$ cat config.mk
export PLATFORM = sky130hd
export DESIGN_NAME = taillight_sequencer
export DESIGN_NICKNAME = d
export VERILOG_FILES = /design/src/rtl/taillight_pkg.sv /design/src/rtl/step_timer.sv /design/src/rtl/taillight_sequencer.sv
export SDC_FILE = /design/constraint.sdc
export NUM_CORES = 1
export LEC_CHECK = 0
export ABC_AREA = 1
export BUFFER_PORTS_ARGS = -buffer_cell sky130_fd_sc_hd__buf_2
export CAP_MARGIN = 30
export CELL_PAD_IN_SITES_DETAIL_PLACEMENT = 1
export CELL_PAD_IN_SITES_GLOBAL_PLACEMENT = 2
export CORE_ASPECT_RATIO = 1.2
export CORE_UTILIZATION = 37
export CTS_CLUSTER_DIAMETER = 80
export DETAILED_ROUTE_END_ITERATION = 7
export PLACE_DENSITY = 0.82
export SYNTH_ARGS = -nofsm -noshare
export SYNTH_HDL_FRONTEND = slang
export SYNTH_SLANG_ARGS = --single-unit
$ cat constraint.sdc
create_clock -name clk -period 3.3 [get_ports clk]
set_clock_uncertainty 0.15 [all_clocks]
set_input_delay 0.66 -clock clk [delete_from_list [all_inputs] [get_ports clk]]
set_output_delay 0.66 -clock clk [all_outputs]
set_load 0.03 [all_outputs]
$ cat src/rtl/taillight_pkg.sv
// Shared types and constants for the rear taillight sequencer.
package taillight_pkg;

  typedef enum logic [3:0] {
    IDLE, L1, L2, L3, LOFF, R1, R2, R3, ROFF, HON, HOFF
  } taillight_state_t;

  typedef enum logic [1:0] {
    NONE, LEFT, RIGHT, HAZ
  } req_t;

  localparam logic [2:0] PAT_OFF = 3'b000;
  localparam logic [2:0] PAT_1   = 3'b001;
  localparam logic [2:0] PAT_2   = 3'b011;
  localparam logic [2:0] PAT_ALL = 3'b111;

  function automatic taillight_state_t first_state(input req_t r);
    case (r)
      LEFT:    first_state = L1;
      RIGHT:   first_state = R1;
      HAZ:     first_state = HON;
      default: first_state = IDLE;
    endcase
  endfunction

  // Which request keeps a given state's sequence running.
  function automatic req_t seq_of(input taillight_state_t s);
    case (s)
      L1, L2, L3, LOFF: seq_of = LEFT;
      R1, R2, R3, ROFF: seq_of = RIGHT;
      HON, HOFF:        seq_of = HAZ;
      default:          seq_of = NONE;
    endcase
  endfunction

  function automatic taillight_state_t advance(input taillight_state_t s);
    case (s)
      L1:      advance = L2;
      L2:      advance = L3;
      L3:      advance = LOFF;
      LOFF:    advance = L1;
      R1:      advance = R2;
      R2:      advance = R3;
      R3:      advance = ROFF;
      ROFF:    advance = R1;
      HON:     advance = HOFF;
      HOFF:    advance = HON;
      default: advance = IDLE;
    endcase
  endfunction

endpackage

$ cat src/rtl/step_timer.sv
// Step counter: counts 0..STEP_CYCLES-1, wraps, and flags the terminal count.
module step_timer #(
  parameter int unsigned STEP_CYCLES = 12_500_000
) (
  input  logic clk,
  input  logic rst,
  input  logic clear,
  output logic tick
);

  localparam int unsigned W = $clog2(STEP_CYCLES);
  localparam logic [W-1:0] LAST = W'(STEP_CYCLES - 1);

  logic [W-1:0] cnt;

  always_ff @(posedge clk) begin
    if (rst || clear || tick) cnt <= '0;
    else                      cnt <= cnt + W'(1);
  end

  assign tick = (cnt == LAST);

endmodule

$ cat src/rtl/taillight_sequencer.sv
// Prioritised turn/hazard/brake sequencer driving the left and right rear LED banks.
module taillight_sequencer import taillight_pkg::*; #(
  parameter int unsigned STEP_CYCLES = 12_500_000
) (
  input  logic       clk,
  input  logic       rst,
  input  logic       brake,
  input  logic       turn_left,
  input  logic       turn_right,
  input  logic       hazard,
  output logic [2:0] left_led,
  output logic [2:0] right_led,
  output logic       active
);

  taillight_state_t state, state_n;
  req_t             req;
  logic             tick;
  logic             clear;
  logic             brake_q;

  assign clear = (state == IDLE);

  step_timer #(.STEP_CYCLES(STEP_CYCLES)) u_timer (
    .clk   (clk),
    .rst   (rst),
    .clear (clear),
    .tick  (tick)
  );

  always_comb begin
    req = NONE;
    if (hazard || (turn_left && turn_right)) req = HAZ;
    else if (turn_left)                      req = LEFT;
    else if (turn_right)                     req = RIGHT;
  end

  always_ff @(posedge clk) begin
    if (rst) begin
      state   <= IDLE;
      brake_q <= 1'b0;
    end else begin
      state   <= state_n;
      brake_q <= brake;
    end
  end

  // Running sequences only re-evaluate the request on the step boundary.
  always_comb begin
    state_n = state;
    if (state == IDLE) begin
      state_n = first_state(req);
    end else if (tick) begin
      if (req == NONE)               state_n = IDLE;
      else if (req == seq_of(state)) state_n = advance(state);
      else                           state_n = first_state(req);
    end
  end

  always_comb begin
    left_led  = brake_q ? PAT_ALL : PAT_OFF;
    right_led = brake_q ? PAT_ALL : PAT_OFF;
    case (state)
      L1:   left_led  = PAT_1;
      L2:   left_led  = PAT_2;
      L3:   left_led  = PAT_ALL;
      LOFF: left_led  = PAT_OFF;
      R1:   right_led = PAT_1;
      R2:   right_led = PAT_2;
      R3:   right_led = PAT_ALL;
      ROFF: right_led = PAT_OFF;
      HON: begin
        left_led  = PAT_ALL;
        right_led = PAT_ALL;
      end
      HOFF: begin
        left_led  = PAT_OFF;
        right_led = PAT_OFF;
      end
      default: ;
    endcase
  end

  assign active = (state != IDLE);

endmodule
Word-level counts from Yosys, hierarchy flattened
Memories as Yosys holds them, arrays and structs flattened. A register that Yosys moved wholly into a read port is not among the register bits. Index checks and enable logic that the tools add are counted.

Flip-flop bits (word level): 29. Bits in read-only memories: 96. Input bits: 6. Output and inout bits: 7. Logic and storage cells: 51. Memories: 2.

$add $sub $neg: 1. Equal/unequal tests: 15. Muxes and demuxes: 18. Reduce and logical (&&, ||, !) cells: 12.

Memories: (no name shown) (depth 16, bits a word 4, read ports 1, clocked after Yosys merged registers in 1, wr ports 0, line taillight_pkg.sv:37) `case (s)`; (no name shown) (depth 16, bits a word 2, read ports 1, clocked after Yosys merged registers in 1, wr ports 0, line taillight_pkg.sv:28) `case (s)`.

Operators by type and width (number): 4-bit 2-to-1 mux (8); 24-bit by 1-bit adder with 24-bit output (second input constant) (1); 24-bit equality test (second input constant) (1); 3-bit case mux with 4 select lines (2); 4-bit by 3-bit equality test with 1-bit output (second input constant) (4); 4-bit equality test (second input constant) (3); 2-bit 2-to-1 mux (6); 4-bit case mux with 3 select lines (1); 4-bit by 2-bit equality test with 1-bit output (second input constant) (2); 2-bit OR reduction (4); 2-bit equality test (second input constant) (2); 4-bit by 1-bit equality test with 1-bit output (second input constant) (1); 4-bit zero test (1); 4-bit nonzero test (1); 1-bit logical OR (3); 3-bit 2-to-1 mux (1); 2-bit by 1-bit equality test with 1-bit output (second input constant) (1); 2-bit equality test (1); 2-bit zero test (1); 2-bit nonzero test (1); 1-bit logical AND (1).

Logic depth before layout (Yosys ltp)
Depth after elaboration: 14. Depth in mapped cells: 16. Depth with buffers taken out: 16.

By module
Synthesis repeated with hierarchy kept, for this count alone.

Cells, all modules: 322. Area total of the unflattened synthesis: 2192.1 sq um.

By module, submodules not included: step_timer (instances 1, cells each 199, area each 1341.3 sq um, sequential area each 480.5 sq um); taillight_sequencer (instances 1, cells each 123, area each 850.8 sq um, sequential area each 220.2 sq um).

Least setup slack after synthesis
Ideal clock, no wire load.

Kind: input -> register. Start point: input hazard. End point: register (tool-made name). Setup time: 0.112 ns. Data arrival time: 2.059 ns. Data required time: 3.038 ns. Path slack: 0.979 ns. Stages on the path: 14. Path buffers: 0. Path through: nor2_1 nand2_1 nand2_1 nand3_1 o21ai_0 nand2_1 o211ai_1 inv_1 ha_1 inv_1 nand3_1 nand2_1 nand2_1 nand2_1.

RTL lines: from (decl) (line taillight_sequencer.sv:10) `input logic hazard,`.

==> run_results.csv <==
group,metric,value,unit
global_routing,overflow,0,
sta,max_slew_margin,72.2,%
clock_tree,htree_levels,2,
worst_setup_path,cp.arrival,2480,ps
worst_setup_path,cp.required,3380,ps
sta,drv_slew,0,
global_routing,grt_start_max_net_pins,18,
sta,period_minus_slack,2400,ps
global_routing,grt_first_pass_wirelength,8020,um
floorplanning,die_w,69.5,um
sta,finalHoldViolCount,0,
synth,yosysMostFrequentCell,"nand2_1",
status,status,"complete, no violations",
synth,ys.flop_type,"dfxtp_1",
synth,syn_nets,292,
drt,remaining_drc_errors,0,
place,place_congestion,0.727,
drt,vias_per_cell,4.96,
clock_tree,cts.repair.resized,0,
clock_tree,cts_buffers,5,
synth,ys_async_sr_fraction,0,%
synth,synth_top_cell_area_share,34.7,%
global_routing,track_usage,17.2,%
sta,worstMarginPinSlew,415,ps
power_and_ir_drop,p_leak,0.991,nW
clock_tree,cts_tree,"built",
place,port_buffers,12,
drt,routed_wl,4530,um
synth,synth-seq-area-share,34.7,%
synth,synth_edf_count,0,
cells_and_area,fin_area,2220,um^2
floorplanning,io_pins,13,
drt,drtIter0Drc,29,
synth,synth.top_cells.by_count,"nand2_1, dfxtp_1, inv_1, nor2_1, nand3_1",
power_and_ir_drop,power_density,691,nW/um^2
cells_and_area,antenna_cells,0,
clock_tree,path_clk_slew,60,ps
synth,yosysUniqueCellTypes,34,
flow_run,cap_violations,0,
clock_tree,clk_latency,290,ps
sta,setup-violations-final,0,
cells_and_area,final_core_util,42.3,%
sta,fmax,0.416,GHz
synth,yosysTopAreaCell,"dfxtp_1",
clock_tree,cts_num_sinks,35,
synth,avgSynthCellArea,7.25,um^2
worst_setup_path,worstSetupEndpointType,"register",
cells_and_area,fin_nets,310,
synth,synth_area_leaders,"dfxtp_1, nand2_1, inv_1",
cells_and_area,drive_gt1_share,20.6,%
floorplanning,coreArea,5260,um^2
clock_tree,clockBufferDepth,2,
floorplanning,die_h,83.0,um
global_routing,antenna_found_initial,0,
floorplanning,start_util,38.4,%
clock_tree,holdBufCountCts,0,
synth,synthCells,279,
cells_and_area,area_growth_syn_to_layout,10.0,%
place,post-place-ws,602,ps
worst_setup_path,crit_type,"reg2reg",
place,dp_hpwl,3610,um
place,place_area,2150,um^2
drt,firstDrtPassIters,4,
power_and_ir_drop,peakVddDrop,0.521,mV
drt,num_vias,1775,
min_path,hp-class,"reg2reg",
floorplanning,row_count,29,
cells_and_area,fill_cells,672,
sta,rsz0062_at_grt,"no",
sta,period_share,72.8,%
drt,antenna_left,0,
clock_tree,clockRootBuffer,"clkbuf_8",
sta,tns,0,ps
synth,ys_warn_count,0,
worst_setup_path,critPathLaunchType,"register",
clock_tree,cts_setup_buffers,0,
floorplanning,die-area,5770,um^2
synth,netlist_area,2020,um^2
sta,fin_ws,899,ps
synth,ys_seq_elements,35,
drt,routedWlPerCell,12.6,um
worst_setup_path,path_max_fanout,7,
global_routing,grt_pass1_vias,1804,
==> logic make-up (layout without fill, tap and decap cells) <==
kind of cell	after synthesis	count (layout)	synth area share, %
flops	35	35	34.7
xor+xnor	8	8	3.47
simple gates	150	150	39.5
buf+inv	46	63	8.97
compound gates	33	33	9.10
fa+ha+maj	7	7	4.33
==> worst paths after layout <==
path / start / endpoint / slack, ps / cells past startpoint
setup / recovery: u_timer.cnt[0] / register / 900 / 16
setup reg to reg: u_timer.cnt[0] / register / 900 / 16
hold reg to reg: u_timer.cnt[0] / u_timer.cnt[0] / 310 / 1
hold / removal: u_timer.cnt[0] / u_timer.cnt[0] / 310 / 1
==> routing by layer <==
metal,GRT usage [%],up-vias,routed length (um)
met5,0,-,0
met4,4.45,0,51
met3,4.00,5,86
met2,32.2,9,2410
met1,19.2,829,1980
li1,-,932,-
==> stage by stage <==
step | cells | power [W] | hold WS [ps]
2_1_floorplan | 279 | 0.00110 | 279
3_3_place_gp | 352 | 0.00126 | 289
3_5_place_dp | 352 | 0.00127 | 302
4_1_cts | 358 | 0.00156 | 318
5_1_grt | 358 | 0.00167 | 349
6_report | 358 | 0.00154 | 312
==> final cells by class <==
cell class | instances | area (um^2) | area share (%)
multi-input cells | 198 | 1140 | 51.2
flip-flops and latches | 35 | 701 | 31.5
inverters | 45 | 174 | 7.82
well taps | 62 | 77.6 | 3.49
clock buffers | 6 | 72.6 | 3.26
repair buffers | 12 | 60.1 | 2.70
==> report_power, final <==
group	switching (W)	leakage, nW	internal (W)	total, W
clock network	0.000150	0.0371	0.000141	0.000290
registers	0.0000446	0.285	0.000488	0.000533
logic	0.000501	0.669	0.000213	0.000715
total	0.000696	0.991	0.000842	0.00154
==> placed cells by master (no fill, tap or decap), types with 5 or more instances in the layout <==
cell,count
inv_2,9
buf_2,12
xnor2_1,5
o21ai_0,13
nor3_1,6
nand2_2,10
nand3_1,14
nor2_1,28
dfxtp_1,35
clkbuf_8,5
nor2_2,6
inv_1,34
nand2_4,5
ha_1,7
nand2_1,49
nand3_2,5
a21oi_1,10
nand4_1,10
==> critical path, stage by stage, from the launching register on <==
cell and delay (ps):
dfxtp_1 370, ha_1 190, nand2_2 80, inv_2 70
nand2_2 70, nor2_2 120, nand3_2 130, nand2_4 130
nand2_1 60, o211ai_1 200, inv_1 120, ha_1 320
inv_1 90, nand3_1 80, nand2_1 80, nand2_1 40
nand2_1 50
Power figures use the tool's default switching activity.
